==> src/rtl/memory_entry_controller.sv <==
// Key-value cache controller: holds keys/valid bits, does associative lookup and
// free-slot allocation, and sequences one-hot strobes into an external value bank.
module memory_entry_controller #(
  parameter int NUM_ENTRIES = 8,
  parameter int KEY_WIDTH   = 16,
  parameter int VALUE_WIDTH = 32
) (
  input  logic                               clk,
  input  logic                               rst,
  input  logic                               op_valid,
  output logic                               op_ready,
  input  logic [1:0]                         op_code,
  input  logic [KEY_WIDTH-1:0]               op_key,
  input  logic [VALUE_WIDTH-1:0]             op_value,
  output logic                               resp_valid,
  input  logic                               resp_ready,
  output logic [1:0]                         resp_status,
  output logic [VALUE_WIDTH-1:0]             resp_value,
  output logic [NUM_ENTRIES-1:0]             entry_write,
  output logic [NUM_ENTRIES-1:0]             entry_select,
  output logic [VALUE_WIDTH-1:0]             entry_data_in,
  input  logic [VALUE_WIDTH-1:0]             entry_data_out,
  output logic [$clog2(NUM_ENTRIES+1)-1:0]   occupancy
);

  localparam int IDX_W = $clog2(NUM_ENTRIES);
  localparam int OCC_W = $clog2(NUM_ENTRIES + 1);

  localparam logic [1:0] OP_GET = 2'b00;
  localparam logic [1:0] OP_PUT = 2'b01;
  localparam logic [1:0] OP_DEL = 2'b10;

  localparam logic [1:0] ST_OK     = 2'b00;
  localparam logic [1:0] ST_MISS   = 2'b01;
  localparam logic [1:0] ST_FULL   = 2'b10;
  localparam logic [1:0] ST_BAD_OP = 2'b11;

  typedef enum logic [2:0] {IDLE, LOOKUP, WRITE, READ, RESP} state_t;

  state_t                  state_reg;
  logic [1:0]              code_reg;
  logic [KEY_WIDTH-1:0]    key_reg;
  logic [VALUE_WIDTH-1:0]  value_reg;
  logic [IDX_W-1:0]        idx_reg;
  logic                    new_alloc_reg;
  logic [KEY_WIDTH-1:0]    keys_reg [NUM_ENTRIES];
  logic [NUM_ENTRIES-1:0]  valid_reg;

  logic [NUM_ENTRIES-1:0]  match_vec;
  logic [NUM_ENTRIES-1:0]  free_vec;
  logic                    hit;
  logic                    has_free;
  logic [IDX_W-1:0]        hit_idx;
  logic [IDX_W-1:0]        free_idx;

  generate
    for (genvar gi = 0; gi < NUM_ENTRIES; gi++) begin : g_cmp
      assign match_vec[gi] = valid_reg[gi] && (keys_reg[gi] == key_reg);
      assign free_vec[gi]  = !valid_reg[gi];
    end
  endgenerate

  // Descending scan so the lowest matching / free index wins.
  always_comb begin
    hit      = 1'b0;
    hit_idx  = '0;
    has_free = 1'b0;
    free_idx = '0;
    for (int i = NUM_ENTRIES - 1; i >= 0; i--) begin
      if (match_vec[i]) begin
        hit     = 1'b1;
        hit_idx = IDX_W'(i);
      end
      if (free_vec[i]) begin
        has_free = 1'b1;
        free_idx = IDX_W'(i);
      end
    end
  end

  function automatic logic [NUM_ENTRIES-1:0] onehot(input logic [IDX_W-1:0] idx);
    onehot      = '0;
    onehot[idx] = 1'b1;
  endfunction

  always_ff @(posedge clk) begin
    if (rst) begin
      state_reg     <= IDLE;
      valid_reg     <= '0;
      occupancy     <= '0;
      op_ready      <= 1'b1;
      resp_valid    <= 1'b0;
      resp_status   <= ST_OK;
      resp_value    <= '0;
      entry_write   <= '0;
      entry_select  <= '0;
      entry_data_in <= '0;
    end else begin
      case (state_reg)
        IDLE: begin
          if (op_valid && op_ready) begin
            code_reg   <= op_code;
            key_reg    <= op_key;
            value_reg  <= op_value;
            resp_value <= '0;
            op_ready   <= 1'b0;
            state_reg  <= LOOKUP;
          end
        end
        LOOKUP: begin
          case (code_reg)
            OP_GET: begin
              if (hit) begin
                idx_reg      <= hit_idx;
                entry_select <= onehot(hit_idx);
                state_reg    <= READ;
              end else begin
                resp_status <= ST_MISS;
                resp_valid  <= 1'b1;
                state_reg   <= RESP;
              end
            end
            OP_PUT: begin
              if (hit || has_free) begin
                idx_reg       <= hit ? hit_idx : free_idx;
                new_alloc_reg <= !hit;
                entry_write   <= onehot(hit ? hit_idx : free_idx);
                entry_data_in <= value_reg;
                state_reg     <= WRITE;
              end else begin
                resp_status <= ST_FULL;
                resp_valid  <= 1'b1;
                state_reg   <= RESP;
              end
            end
            OP_DEL: begin
              // Only the valid bit is dropped; the stored value is left untouched.
              if (hit) begin
                valid_reg[hit_idx] <= 1'b0;
                if (occupancy != '0)
                  occupancy <= occupancy - OCC_W'(1);
                resp_status <= ST_OK;
              end else begin
                resp_status <= ST_MISS;
              end
              resp_valid <= 1'b1;
              state_reg  <= RESP;
            end
            default: begin
              resp_status <= ST_BAD_OP;
              resp_valid  <= 1'b1;
              state_reg   <= RESP;
            end
          endcase
        end
        WRITE: begin
          keys_reg[idx_reg]  <= key_reg;
          valid_reg[idx_reg] <= 1'b1;
          if (new_alloc_reg && (occupancy != OCC_W'(NUM_ENTRIES)))
            occupancy <= occupancy + OCC_W'(1);
          entry_write   <= '0;
          entry_data_in <= '0;
          resp_status   <= ST_OK;
          resp_valid    <= 1'b1;
          state_reg     <= RESP;
        end
        READ: begin
          resp_value   <= entry_data_out;
          entry_select <= '0;
          resp_status  <= ST_OK;
          resp_valid   <= 1'b1;
          state_reg    <= RESP;
        end
        RESP: begin
          if (resp_ready) begin
            resp_valid <= 1'b0;
            op_ready   <= 1'b1;
            state_reg  <= IDLE;
          end
        end
        default: state_reg <= IDLE;
      endcase
    end
  end

endmodule

==> config.mk <==
export PLATFORM = sky130hd
export DESIGN_NAME = memory_entry_controller
export DESIGN_NICKNAME = d
export VERILOG_FILES = /design/src/rtl/memory_entry_controller.sv
export SDC_FILE = /design/constraint.sdc
export NUM_CORES = 1
export LEC_CHECK = 0
export ABC_AREA = 1
export CORE_ASPECT_RATIO = 1.1
export CORE_UTILIZATION = 57
export CTS_BUF_LIST = sky130_fd_sc_hd__clkbuf_2 sky130_fd_sc_hd__clkbuf_4 sky130_fd_sc_hd__clkbuf_8
export DETAILED_ROUTE_END_ITERATION = 8
export PLACE_DENSITY = 0.91
export SLEW_MARGIN = 20
export SYNTH_ARGS = -nofsm -noshare
export SYNTH_HDL_FRONTEND = slang
export SYNTH_SLANG_ARGS = --single-unit
export TNS_END_PERCENT = 1
==> constraint.sdc <==
create_clock -name clk -period 4.02 [get_ports clk]
set_clock_uncertainty 0.05 [all_clocks]
set_input_delay 0.603 -clock clk [delete_from_list [all_inputs] [get_ports clk]]
set_output_delay 0.603 -clock clk [all_outputs]
set_load 0.01 [all_outputs]
---- After elaboration in Yosys (flattened, before gate mapping) ----
Memories as Yosys holds them, arrays and structs flattened.
Cells that the tools add are included.
Widths: inputs -> output; s select.
word-level totals
  register bits after elaboration ......... 153
  RAM bits ................................ 128
  bits of input ports ..................... 86
  output and inout port bits .............. 88
  word-level logic and storage cells ...... 177
  memories ................................ 1
cells by class
  add/sub/neg operators ................... 2
  magnitude comparators ................... 6
  eq/ne operators ......................... 28
  mux-type cells .......................... 83
  bitwise operators ....................... 4
  reductions and logical operators ........ 38
memory list
  name      words  bits a word  rd ports  clocked after memory_dff  wr ports  line  source
  keys_reg  8      16           8         0                         1         46    logic [KEY_WIDTH-1:0] keys_reg [NUM_ENTRIES];
operators with widths
  cell                count
  $eq 16x16->1        8
  $pmux 32 s2         2
  $mux 32             3
  $mux 3              23
  $mux 8              6
  $pmux 8 s2          3
  $mux 1              28
  $ne 2x2->1 const B  9
  $reduce_and 3->1    6
  $mux 4              4
  $logic_and 1x1->1   13
  $lt 3x4->1 const B  3
  $pmux 3 s2          2
  $pmux 3 s4          1
  $reduce_bool 2->1   6
  $reduce_and 5->1    2
  $demux 1 s3         3
  $ge 3x1->1 const B  3
  $and 8x8->8         1
  $not 8->8           1
  $or 8x8->8          1
  $pmux 4 s2          1
  $reduce_and 4->1    2
  $eq 3x2->1 const B  2
  23 further kinds    28

---- Longest topological paths before layout ----
An unclocked memory read counts as a cell.
  word-level depth ........................ 20
  depth in mapped cells ................... 19
  mapped depth without buffers ............ 18

---- Worst setup path after synthesis ----
No wires, ideal clock.
  path type ............................... flip-flop to flip-flop
  start point ............................. register state_reg[1]
  end point ............................... register code_reg[0], enable pin
  library setup time ...................... 458 ps
  arrival time ............................ 3,187 ps
  data required time ...................... 3,512 ps
  setup slack ............................. 325 ps
  stages on the path, launching flop included .. 8
  buffers on the path ..................... 2
  clock period less this slack ............ 3,695 ps
  path through ............................ dfxtp_1 > buf_2 > inv_1 > nand2_1 > nor2_1 > nand3_1 > clkbuf_1 > nor2_1
between the ends
  longest elaborated chain between the ends .. 2
RTL lines
  what                               line  source
  start: declaration                 40    state_t state_reg;
  start signal: assignment           88    state_reg <= IDLE;
  start signal: assignment           107   state_reg <= LOOKUP;
  start signal: assignment           116   state_reg <= READ;
  $logic_not 3->1                    99    case (state_reg)
  $reduce_and 3->1 (no source line)  --
  end signal: assignment             102   code_reg <= op_code;
  end: declaration                   41    logic [1:0] code_reg;
No other way between the ends.
A chain may end at the register's enable or synchronous reset.

---- Worst setup path after layout ----
  start point ............................. register key_reg[15]
  end point ............................... register entry_write[6]
between the ends
  longest elaborated chain between the ends .. 18
  elaborated cells on any way between the ends .. 44
  those cells by class .................... order compare (2); eq/ne (9); mux (22); reduce/logical (11)
RTL lines
  what                                                            line  source
  start: declaration                                              42    logic [KEY_WIDTH-1:0] key_reg;
  start signal: assignment                                        103   key_reg <= op_key;
  $eq 16x16->1                                                    58    assign match_vec[gi] = valid_reg[gi] && (keys_reg[gi] == key_reg);
  $logic_and 1x1->1                                               58
  $mux 3 or $mux 1 (tied branches) (8 in a row)                   70    if (match_vec[i]) begin
  $mux 3                                                          127   entry_write <= onehot(hit ? hit_idx : free_idx);
  $lt 3x4->1 (not written as such) or $ge 3x1->1 (tied branches)  83    onehot[idx] = 1'b1;
  $logic_and 1x1->1 (not written as such)                         83
  $mux 1 (not written as such)                                    83
  $demux 1 s3                                                     83
  $mux 8                                                          124   if (hit || has_free) begin
  $mux 8                                                          111   case (code_reg)
  $pmux 8 s2                                                      99
  end signal: assignment                                          127
  end: declaration                                                19    output logic [NUM_ENTRIES-1:0] entry_write,
Several ways; a longest one is shown, not always the timed one. The select of a mux whose other input is x is not followed.

==> metrics.txt <==
status finished clean; final instance area 0.0160 mm^2; max reg flops 128; Least-Margin Pin Slew 1.07 ns; RSZ-0062 raised after global routing no; switching share of total power 0.239; final WL 38.0 mm; Clock Sinks 281; H-tree depth 2; I/O pins 174; initial antenna violation count 0; Port Buf Inserts 173; Die H 161 um; DR vias 11,600; number of synthesized register bits 281; maximum VDD drop 0.000292 V; top-area cell type share of the netlist area 0.418; Tmin final 3.34 ns; Area Overhead vs Synth 22.4%; Skew-Pair Late Insertion Delay 0.57 ns; Post-synth EDFFs 182; synth unique cells 42; layer with the highest usage met2; CP Capture Type flop; Internal 4.65 mW; antenna-violating nets left 0; Critical Path Start Type flop; clk buf depth 3; setup repair bufs after CTS 0; hold path endpoint entry_data_in[20]; nets 1,835; vias per cell 5.60; CTS tree done; layout cells sized above 1 0.0741; Clock Tree Root clkbuf_8; RR Endpoint entry_write[6]; sequential-to-total area share from yosys stat 0.570; CP max FO 36; die area 0.0236 mm^2; Area after DPL 0.0151 mm^2; largest cells by area after synthesis edfxtp_1, dfxtp_1, nand2_1; critical path required time 4.46 ns; hold path cells 2; final setup vio count 0; number of global-route vias before repair 11,500; final estimated routing congestion in global placement 1.06; register share of total power 0.520; Chip Width 146 um; GRT overflow 0; GR Util All Layers 0.325; cts bufs inserted 45; mapped cell area 0.0131 mm^2; R2R Setup Slk 0.68 ns; origin of the worst min-delay path value_reg[20]; PD cells 381 mW/mm^2; Max Freq 300 MHz; met3 Usage GRT 0.0611; R2R depth 15; Post-Syn Nets 1,637; Mapped Cells 1,548; Main synth FF type edfxtp_1; WHS 0.390 ns; Mapped Avg Cell Area 8.45 um^2; Clock Power Share 0.409; max-slew violation count 0; Leak 6.72 nW; normalized max-slew margin 0.287; clock-pin slew on the worst setup and hold paths 0.06 ns; DRC 0; routed len/inst 18.3 um; Ant. Diodes 0; global routing met1 resource utilization 0.398; r2r startpoint key_reg[15]; final hold vios 0; Final HPWL DP 26.6 mm; Worst Hold Class flop to flop; CTS-repair resized insts 0; largest net degree at the start of global routing 51; Comb power frac 0.071; Synth area leader edfxtp_1; hold_buf cts 0; core area 0.0223 mm^2; max cap viols 0; Sum Neg Setup Slack 0 ns; total power 6.11 mW; initial DRC count 1,326; switching power 1.46 mW; post-route clock period utilization 0.830; crit path kind flop to flop; Core Rows 57; synth warn 0; worst path arrival time 3.78 ns; met2 GRT Util 0.553; Initial Utilization 0.586; first-pass GRT wire length 59.3 mm; drt pass-1 iters 7; FFs w/ async S/R, synth 0
## layer usage
metal / vias up / routed length (um)
li1: 5410 / -
met1: 5428 / 14100
met2: 658 / 18500
met3: 130 / 3780
met4: 0 / 1650
met5: - / 0
## cells by family after synthesis
kind of cell / Yosys count / synth area share
buffers and inverters: 245 / 0.0793
XOR/XNOR: 26 / 0.0174
AO/OA/AOI/OAI: 138 / 0.0546
AND/OR/NAND/NOR: 855 / 0.276
adder cells (fa/ha/maj): 3 / 0.00344
flip-flops: 281 / 0.570
## how the worst max path moves through the flow
| stage | cells after the start | endpoint | from |
|---|---|---|---|
| floorplan | 7 | code_reg[0] | state_reg[1] |
| global placement | 15 | entry_write[3] | key_reg[15] |
| detailed placement | 15 | entry_write[6] | key_reg[15] |
| CTS | 15 | entry_write[6] | key_reg[15] |
| global route | 14 | entry_write[6] | key_reg[15] |
| finish | 15 | entry_write[6] | key_reg[15] |
## synthesized netlist by cell type, drive strengths merged (3+ instances only)
| master | instances |
|---|---|
| clkbuf | 23 |
| buf | 26 |
| nor3 | 12 |
| inv | 195 |
| xor2 | 4 |
| o211ai | 5 |
| a21oi | 86 |
| o21ai | 42 |
| edfxtp | 182 |
| o22ai | 3 |
| nor2 | 173 |
| nand2 | 486 |
| or2 | 4 |
| nor3b | 4 |
| nand4 | 27 |
| nand3b | 16 |
| xnor2 | 22 |
| dfxtp | 99 |
| nand3 | 129 |
## cells in the final DEF, fill, tap and decap left out, drive strengths merged, types with 5 or more instances in the layout
master and instances:
a21oi 86, buf 28, clkbuf 59, clkdlybuf4s50 172, clkinv 20, dfxtp 99
edfxtp 182, inv 197, nand2 486, nand3 129, nand3b 16, nand4 27
nor2 173, nor3 12, o211ai 5, o21ai 42, xnor2 22
## through the flow
step / cells / setup WS (ns) / utilization
after floorplan: 1548 / 0.325 / -
after global placement: 1994 / 0.969 / 0.677
after detailed placement: 1994 / 0.858 / 0.677
after CTS: 2076 / 0.788 / 0.717
after global routing: 2076 / 0.457 / 0.717
final: 2076 / 0.682 / 0.717
## power groups by stage
stage          registers [mW]  clock network [mW]  logic (mW)
2_1_floorplan            3.22                   0       0.223
5_1_grt                  3.18                2.63       0.466
4_1_cts                  3.17                2.51       0.425
3_3_place_gp             3.23                   0       0.411
6_report                 3.18                2.50       0.431
3_5_place_dp             3.23                   0       0.422
## layout make-up
type	count	area, um^2
sequential	281	7450
fill	1581	6310
multi-input combinational	1022	4610
timing repair buffer	200	1930
inverter	196	746
clock buffer	59	743
tap	295	369
clock inverter	23	164
## worst max-delay path: stages (launching register included)
cell and delay (ns):
edfxtp_1 0.88, inv_2 0.32, nand2_1 0.17, nand2_1 0.08
nor2_1 0.13, nand3_1 0.12, nor2_1 0.13, nand2_1 0.07
nand2_1 0.19, nor2_4 0.09, nand4_4 0.11, nand3_2 0.13
buf_4 0.29, nor2_1 0.19, nand2_1 0.09, a21oi_1 0.21
Power figures use the tool's default switching activity.
